--- config.mk ---
export PLATFORM = sky130hd
export DESIGN_NAME = pipeline_ctrl
export DESIGN_NICKNAME = d
export VERILOG_FILES = /design/src/rtl/pipeline_ctrl_pkg.sv /design/src/rtl/pipeline_ctrl_ds.sv /design/src/rtl/pipeline_ctrl.sv
export SDC_FILE = /design/constraint.sdc
export NUM_CORES = 1
export LEC_CHECK = 0
export CORE_MARGIN = 4
export CORE_UTILIZATION = 28
export DETAILED_ROUTE_END_ITERATION = 8
export PLACE_DENSITY = 0.82
export SYNTH_ARGS = -nofsm -noshare
export SYNTH_HDL_FRONTEND = slang
export SYNTH_SLANG_ARGS = --single-unit
--- constraint.sdc ---
create_clock -name clk -period 3.3 [get_ports clk]
set_input_delay 0.66 -clock clk [delete_from_list [all_inputs] [get_ports clk]]
set_output_delay 0.66 -clock clk [all_outputs]
set_load 0.005 [all_outputs]
--- src/rtl/pipeline_ctrl_pkg.sv ---
// Shared definitions for the pipeline stall/flush scheduler.
// Stall bus layout, stall patterns, FSM encoding and the exception vector.
package pipeline_ctrl_pkg;

    localparam int ADDR_BUS   = 32;
    localparam int EXC_CODE_W = 5;
    localparam int STALL_BUS  = 6;

    // Stall bus bit positions, one per pipeline stage.
    localparam int STG_PC  = 0;
    localparam int STG_IF  = 1;
    localparam int STG_ID  = 2;
    localparam int STG_EX  = 3;
    localparam int STG_MEM = 4;
    localparam int STG_WB  = 5;

    // A request from stage N freezes stage N and everything upstream of it.
    localparam logic [STALL_BUS-1:0] STALL_NONE = 6'b000000;
    localparam logic [STALL_BUS-1:0] STALL_ID   = 6'b000111;
    localparam logic [STALL_BUS-1:0] STALL_EX   = 6'b001111;
    localparam logic [STALL_BUS-1:0] STALL_MEM  = 6'b011111;

    localparam logic [ADDR_BUS-1:0] EXC_VECTOR_DEFAULT = 32'hBFC00380;

    typedef enum logic {
        ST_RUN   = 1'b0,
        ST_FLUSH = 1'b1
    } pipe_state_t;

endpackage

--- src/rtl/pipeline_ctrl_ds.sv ---
// pipe_ds_tracker: follows the "is a branch delay slot" flag of each
// in-flight instruction from ID down to MEM, inserting 0 for bubbles.
module pipe_ds_tracker
    import pipeline_ctrl_pkg::*;
(
    input  logic                 clk,
    input  logic                 rst,
    input  logic [STALL_BUS-1:0] stall,
    input  logic                 flush,
    input  logic                 branch_flag_id,
    output logic                 ds_id,
    output logic                 ds_mem
);

    // ds_next is the flag that travels with the instruction entering ID, so
    // it is exactly the flag of whatever ID holds now.
    logic ds_next;
    logic ds_ex;
    logic ds_mem_q;

    // WB, IF and PC stall bits carry no delay-slot information.
    logic unused_stall;
    assign unused_stall = ^{stall[STG_WB], stall[STG_IF], stall[STG_PC]};

    // Shift the flags down the pipe; a stalled stage holds, the stage just
    // below a stalled one takes a bubble, a flush empties everything.
    always_ff @(posedge clk) begin
        if (rst || flush) begin
            ds_next  <= 1'b0;
            ds_ex    <= 1'b0;
            ds_mem_q <= 1'b0;
        end else begin
            if (!stall[STG_ID]) begin
                ds_next <= branch_flag_id;
            end
            if (!stall[STG_EX]) begin
                ds_ex <= stall[STG_ID] ? 1'b0 : ds_next;
            end
            if (!stall[STG_MEM]) begin
                ds_mem_q <= stall[STG_EX] ? 1'b0 : ds_ex;
            end
        end
    end

    assign ds_id  = ds_next;
    assign ds_mem = ds_mem_q;

endmodule

--- src/rtl/pipeline_ctrl.sv ---
// pipeline_ctrl: central stall/flush scheduler for the 5-stage pipeline.
// Optional performance counters are built when PIPE_PERF_EN is defined.
//
//   state    | meaning
//   ---------+-----------------------------------------------------------
//   ST_RUN   | normal issue; an exception or ERET in MEM starts a flush
//   ST_FLUSH | single bubble cycle after a flush; exc/eret are ignored
module pipeline_ctrl
    import pipeline_ctrl_pkg::*;
#(
    parameter logic [ADDR_BUS-1:0] EXC_VECTOR     = EXC_VECTOR_DEFAULT,
    parameter int                  PERF_CNT_WIDTH = 32
) (
    input  logic                  clk,
    input  logic                  rst,
    input  logic                  stall_req_id,
    input  logic                  stall_req_ex,
    input  logic                  stall_req_mem,
    input  logic                  branch_flag_id,
    input  logic                  exc_valid,
    input  logic [EXC_CODE_W-1:0] exc_code,
    input  logic [ADDR_BUS-1:0]   exc_pc,
    input  logic                  eret_valid,
    input  logic [ADDR_BUS-1:0]   cp0_epc,
    output logic [STALL_BUS-1:0]  stall,
    output logic                  flush,
    output logic [ADDR_BUS-1:0]   flush_pc,
    output logic                  id_in_delay_slot,
    output logic                  exc_commit,
    output logic [ADDR_BUS-1:0]   exc_epc,
    output logic                  exc_bd,
    output logic [EXC_CODE_W-1:0] exc_code_out
`ifdef PIPE_PERF_EN
    ,
    output logic [PERF_CNT_WIDTH-1:0] perf_stall_cycles,
    output logic [PERF_CNT_WIDTH-1:0] perf_flush_count
`endif
);

    pipe_state_t state;
    pipe_state_t next_state;
    logic        ds_id;
    logic        ds_mem;

    pipe_ds_tracker u_ds_tracker (
        .clk            (clk),
        .rst            (rst),
        .stall          (stall),
        .flush          (flush),
        .branch_flag_id (branch_flag_id),
        .ds_id          (ds_id),
        .ds_mem         (ds_mem)
    );

    assign id_in_delay_slot = ds_id;

    // State register.
    always_ff @(posedge clk) begin
        if (rst) begin
            state <= ST_RUN;
        end else begin
            state <= next_state;
        end
    end

    // Flush sequencing, CP0 commit and stall encoding; all outputs are
    // forced quiet while reset is held.
    always_comb begin
        next_state   = state;
        stall        = STALL_NONE;
        flush        = 1'b0;
        flush_pc     = '0;
        exc_commit   = 1'b0;
        exc_epc      = '0;
        exc_bd       = 1'b0;
        exc_code_out = '0;
        if (!rst) begin
            unique case (state)
                ST_RUN: begin
                    if (exc_valid) begin
                        flush        = 1'b1;
                        flush_pc     = EXC_VECTOR;
                        exc_commit   = 1'b1;
                        exc_code_out = exc_code;
                        exc_bd       = ds_mem;
                        // A faulting delay slot reports the branch's PC.
                        exc_epc      = ds_mem ? (exc_pc - 32'd4) : exc_pc;
                        next_state   = ST_FLUSH;
                    end else if (eret_valid) begin
                        flush      = 1'b1;
                        flush_pc   = cp0_epc;
                        next_state = ST_FLUSH;
                    end
                end
                ST_FLUSH: begin
                    next_state = ST_RUN;
                end
                default: begin
                    next_state = ST_RUN;
                end
            endcase
            if (!flush) begin
                if (stall_req_mem) begin
                    stall = STALL_MEM;
                end else if (stall_req_ex) begin
                    stall = STALL_EX;
                end else if (stall_req_id) begin
                    stall = STALL_ID;
                end
            end
        end
    end

`ifdef PIPE_PERF_EN
    // Free-running stall-cycle and flush counters, wrapping naturally.
    always_ff @(posedge clk) begin
        if (rst) begin
            perf_stall_cycles <= '0;
            perf_flush_count  <= '0;
        end else begin
            if (stall != STALL_NONE) begin
                perf_stall_cycles <= perf_stall_cycles + 1'b1;
            end
            if (flush) begin
                perf_flush_count <= perf_flush_count + 1'b1;
            end
        end
    end
`else
    localparam int unused_perf_cnt_width = PERF_CNT_WIDTH;
`endif

endmodule

==> flow_summary.html, run 1 <==
<table>
<tr><th>Metric</th><th>Value</th></tr>
<tr><th colspan="2">Route</th></tr>
<tr><td>Sum of routed wire length over all layers</td><td>8240 microns</td></tr>
<tr><td>Detailed Routing Iterations Pass 1</td><td>4</td></tr>
<tr><td>Wirelength per Cell</td><td>16.4 microns</td></tr>
<tr><td>Remaining routing DRC violations</td><td>0</td></tr>
<tr><td>Post-detailed-route count of antenna-violating nets</td><td>0</td></tr>
<tr><td>Number of design-rule violations left by the first detailed-router iteration</td><td>164</td></tr>
<tr><td>Number of vias after detailed routing</td><td>2604</td></tr>
<tr><td>Number of vias per cell</td><td>5.19</td></tr>
<tr><th colspan="2">Placement</th></tr>
<tr><td>DP Wirelength</td><td>5670 microns</td></tr>
<tr><td>I/O Buffers</td><td>154</td></tr>
<tr><td>Placed Instances</td><td>484</td></tr>
<tr><td>Global placement routability congestion</td><td>0.851</td></tr>
<tr><th colspan="2">Clocking</th></tr>
<tr><td>Source-to-sink clock delay at the later pin of the worst-skew pair</td><td>220 ps</td></tr>
<tr><td># hold bufs at CTS</td><td>0</td></tr>
<tr><td>Num Clock Sinks</td><td>4</td></tr>
<tr><td>H-tree Lvls</td><td>1</td></tr>
<tr><td>CTS tree</td><td>built</td></tr>
<tr><td>Clock-pin slew of the registers on the worst-case setup and hold paths</td><td>30 ps</td></tr>
<tr><td>Clock Root Buffer</td><td>sky130_fd_sc_hd__clkbuf_8</td></tr>
<tr><td>Bufs on Longest Clock Path</td><td>2</td></tr>
<tr><td>Cts bufs inserted</td><td>3</td></tr>
<tr><th colspan="2">Yosys</th></tr>
<tr><td>Portion of the post-synthesis area used by sequential elements</td><td>5.73%</td></tr>
<tr><td>Ranking of synthesized cells by area</td><td>sky130_fd_sc_hd__nor2_1 (12%), sky130_fd_sc_hd__a21oi_1 (9.7%), sky130_fd_sc_hd__and2_1 (9.0%)</td></tr>
<tr><td>Number of flip-flops and latches in the synthesized netlist</td><td>4</td></tr>
<tr><td>EDFF count, synth</td><td>0</td></tr>
<tr><td>Primary flip-flop cell chosen by synthesis mapping</td><td>sky130_fd_sc_hd__dfxtp_1</td></tr>
<tr><td>Area share of the largest cell type after synthesis</td><td>11.5%</td></tr>
<tr><td>Async SR Flop Fraction</td><td>0%</td></tr>
<tr><td>Most common cell in the synthesized netlist</td><td>sky130_fd_sc_hd__nor2_1</td></tr>
<tr><td>Post-synthesis cell count</td><td>221</td></tr>
<tr><td>Cell variety after synth</td><td>43</td></tr>
<tr><td>Post-synth net total</td><td>299</td></tr>
<tr><td>Cell area after synthesis</td><td>1400 sq um</td></tr>
<tr><td>Syn. warnings</td><td>0</td></tr>
<tr><td>Syn_area_per_cell</td><td>6.32 sq um</td></tr>
<tr><td>Most instantiated cells after synthesis</td><td>sky130_fd_sc_hd__nor2_1 (43), sky130_fd_sc_hd__a21oi_1 (27), sky130_fd_sc_hd__and2_1 (20)</td></tr>
<tr><td>Library cell occupying the most area in the post-synthesis netlist</td><td>sky130_fd_sc_hd__nor2_1</td></tr>
<tr><th colspan="2">Setup path</th></tr>
<tr><td>Crit Path Max Fanout</td><td>4</td></tr>
<tr><td>Type of destination of the critical path</td><td>output pin</td></tr>
<tr><td>Critical-path cell list</td><td>dlygate4sd2_1 &gt; nor4_2 &gt; buf_4 &gt; nand4_1 &gt; buf_6 &gt; buf_4 &gt; or4_1 &gt; a21oi_1 &gt; dlygate4sd2_1</td></tr>
<tr><td>Largest incremental delay on the critical path</td><td>410 ps</td></tr>
<tr><td>Worst Setup Start Kind</td><td>input pin</td></tr>
<tr><td>Path type of the worst setup path</td><td>in2out</td></tr>
<tr><td>Data required, critical path</td><td>2640 ps</td></tr>
<tr><td>Data arrival time of the worst path</td><td>2610 ps</td></tr>
<tr><td>Worst-path cell with the longest stage delay</td><td>sky130_fd_sc_hd__or4_1</td></tr>
<tr><th colspan="2">Min path</th></tr>
<tr><td>Type of the worst min-delay path</td><td>reg2reg</td></tr>
<tr><th colspan="2">Power and ir drop</th></tr>
<tr><td>Power density over cell area</td><td>130 nW/um^2</td></tr>
<tr><td>Peak supply drop</td><td>0.151 mV</td></tr>
<tr><td>Static Leakage</td><td>0.00162 uW</td></tr>
<tr><th colspan="2">Die</th></tr>
<tr><td>Effective utilization at floorplan</td><td>29.2%</td></tr>
<tr><td>Floorplan die width</td><td>78.7 microns</td></tr>
<tr><td>Die area</td><td>6190 sq um</td></tr>
<tr><td>Number of placement rows</td><td>25</td></tr>
<tr><td>IO Pins</td><td>156</td></tr>
<tr><td>Die Span Y</td><td>78.7 microns</td></tr>
<tr><td>Total core area</td><td>4790 sq um</td></tr>
<tr><th colspan="2">Timing</th></tr>
<tr><td>Post-Route Skew</td><td>0.898 ps</td></tr>
<tr><td>Final setup violation count</td><td>0</td></tr>
<tr><td>Final slew viol count</td><td>0</td></tr>
<tr><td>Highest clock rate</td><td>0.306 GHz</td></tr>
<tr><td>Period utilization</td><td>99.1%</td></tr>
<tr><td>Unrepaired setup endpoints after global routing</td><td>yes</td></tr>
<tr><td>Shortest period the worst path allows</td><td>3270 ps</td></tr>
<tr><td>Hold Violations, Final</td><td>0</td></tr>
<tr><th colspan="2">Final layout</th></tr>
<tr><td>Diodes inserted</td><td>0</td></tr>
<tr><td>Proportion of layout cells with a drive suffix above 1</td><td>27.8%</td></tr>
<tr><td>Area added between synthesis and finish</td><td>166%</td></tr>
<tr><td>Final-layout fill cell count</td><td>313</td></tr>
<tr><td>Number of nets at the end of the flow</td><td>515</td></tr>
<tr><td>Core utilization of the finished layout</td><td>77.5%</td></tr>
<tr><td>Count of non-filler cells in the finished layout</td><td>502</td></tr>
<tr><th colspan="2">Global routing</th></tr>
<tr><td>Total gr overflow</td><td>0</td></tr>
<tr><td>Pin count of the biggest net entering global routing</td><td>26</td></tr>
<tr><td>Wire length of the first global-routing pass</td><td>12200 microns</td></tr>
<tr><td>Vias in the first global route</td><td>2587</td></tr>
<tr><td>Overall fraction of global-route tracks in use</td><td>24.1%</td></tr>
<tr><td>Initial antenna violation count</td><td>0</td></tr>
<tr><th colspan="2">Run</th></tr>
<tr><td>Number of maximum-capacitance violations</td><td>0</td></tr>
<tr><th colspan="2">Outcome</th></tr>
<tr><td>Outcome</td><td>complete, no violations</td></tr>
</table>
[placed cells by master, fill, tap and decap left out, types with 4 or more instances in the layout]
| master | count |
|---|---|
| sky130_fd_sc_hd__clkdlybuf4s50_1 | 117 |
| sky130_fd_sc_hd__buf_4 | 71 |
| sky130_fd_sc_hd__nor2_1 | 41 |
| sky130_fd_sc_hd__a21oi_1 | 21 |
| sky130_fd_sc_hd__and2_1 | 20 |
| sky130_fd_sc_hd__dlygate4sd2_1 | 17 |
| sky130_fd_sc_hd__nand2_1 | 9 |
| sky130_fd_sc_hd__and3_1 | 8 |
| sky130_fd_sc_hd__o31ai_1 | 8 |
| sky130_fd_sc_hd__dlymetal6s2s_1 | 8 |
| sky130_fd_sc_hd__or4_4 | 6 |
| sky130_fd_sc_hd__a21oi_2 | 6 |
| sky130_fd_sc_hd__nand2b_1 | 6 |
| sky130_fd_sc_hd__xor2_1 | 6 |
| sky130_fd_sc_hd__xnor2_1 | 6 |
| sky130_fd_sc_hd__buf_2 | 6 |
| sky130_fd_sc_hd__mux2i_1 | 5 |
| sky130_fd_sc_hd__nor3_1 | 4 |
| sky130_fd_sc_hd__nor4_2 | 4 |
| sky130_fd_sc_hd__or4_1 | 4 |
| sky130_fd_sc_hd__nor4_4 | 4 |
| sky130_fd_sc_hd__or3_1 | 4 |
| sky130_fd_sc_hd__dfxtp_1 | 4 |
[metal layers]
| metal | GRT usage (%) | vias up | part of all wire [%] |
|---|---|---|---|
| met1 | 24.0 | 1184 | 36 |
| met4 | 6.47 | 0 | 2.2 |
| li1 | - | 1226 | - |
| met5 | 0 | - | 0 |
| met3 | 6.54 | 21 | 10 |
| met2 | 48.0 | 173 | 51 |
[area by class of cell]
type	count	area [sq um]	share of cell area, %
sequential	4	80.1	2.16
timing repair buffer	227	2070	55.7
tap	67	83.8	2.26
multi-input combinational	197	1430	38.4
clock buffer	3	41.3	1.11
inverter	4	15.0	0.405
[path summary, 6_finish.rpt]
path / from / endpoint / slack, ps / depth (start not counted)
worst max-delay path: exc_pc[7] / exc_epc[18] / 30 / 9
worst min-delay path: u_ds_tracker.ds_ex / u_ds_tracker.ds_ex / 480 / 2
worst min register to register: u_ds_tracker.ds_ex / u_ds_tracker.ds_ex / 480 / 2
worst max register to register: state / state / 2340 / 3
[state kept, by name (all words and copies together), names as in the netlist]
register,flops
u_ds_tracker.ds_mem,1
u_ds_tracker.ds_ex,1
u_ds_tracker.ds_id,1
state,1
[power breakdown]
part | leakage [uW] | switching (uW) | internal [uW] | total, uW
logic | 0.00156 | 129 | 200 | 329
registers | 0.0000325 | 0.711 | 49.9 | 50.6
clock network | 0.0000216 | 25.3 | 77.8 | 103
[worst max-delay path, delay by kind of cell]
kind	cells	cell delay, ps
compound gates	1	210
buf+inv	5	960
simple gates	3	780
[what timing repair did]
item / 4_1_cts / 5_1_grt
gates cloned: 1 / 0
setup buffers: 7 / 8
gates resized for setup: 69 / 32
pin swaps: 10 / 11
setup endpoints to repair: 22 / 16
[metrics by stage]
step	hold slack (ps)	setup slack, ps	total power [uW]	cell area (sq um)	setup TNS, ps
detailed placement	475	-544	364	3370	-7230
finish	484	30.2	482	3710	0
global route	517	-30.6	513	3710	-52.7
CTS	479	-228	469	3560	-269
floorplan	444	459	136	1400	0
global placement	452	-454	358	3370	-6700
[kinds of logic after synthesis]
logic type	synth area share, %
AOI/OAI and AO/OA	17.4
buffers and inverters	7.97
adders and majority gates	0.895
DFF	5.73
muxes	3.58
xor gates and xnor gates	7.52
and+or+nand+nor	56.7
other	0.268
No activity file was read; power rests on OpenSTA's default activity.
==> run 2, diff against run 1 <==
- HOLD_SLACK_MARGIN: not set -> 0.08
==> results of run 2 <==
Same layout as run 1: the final DEF is identical, and so are final timing and power.
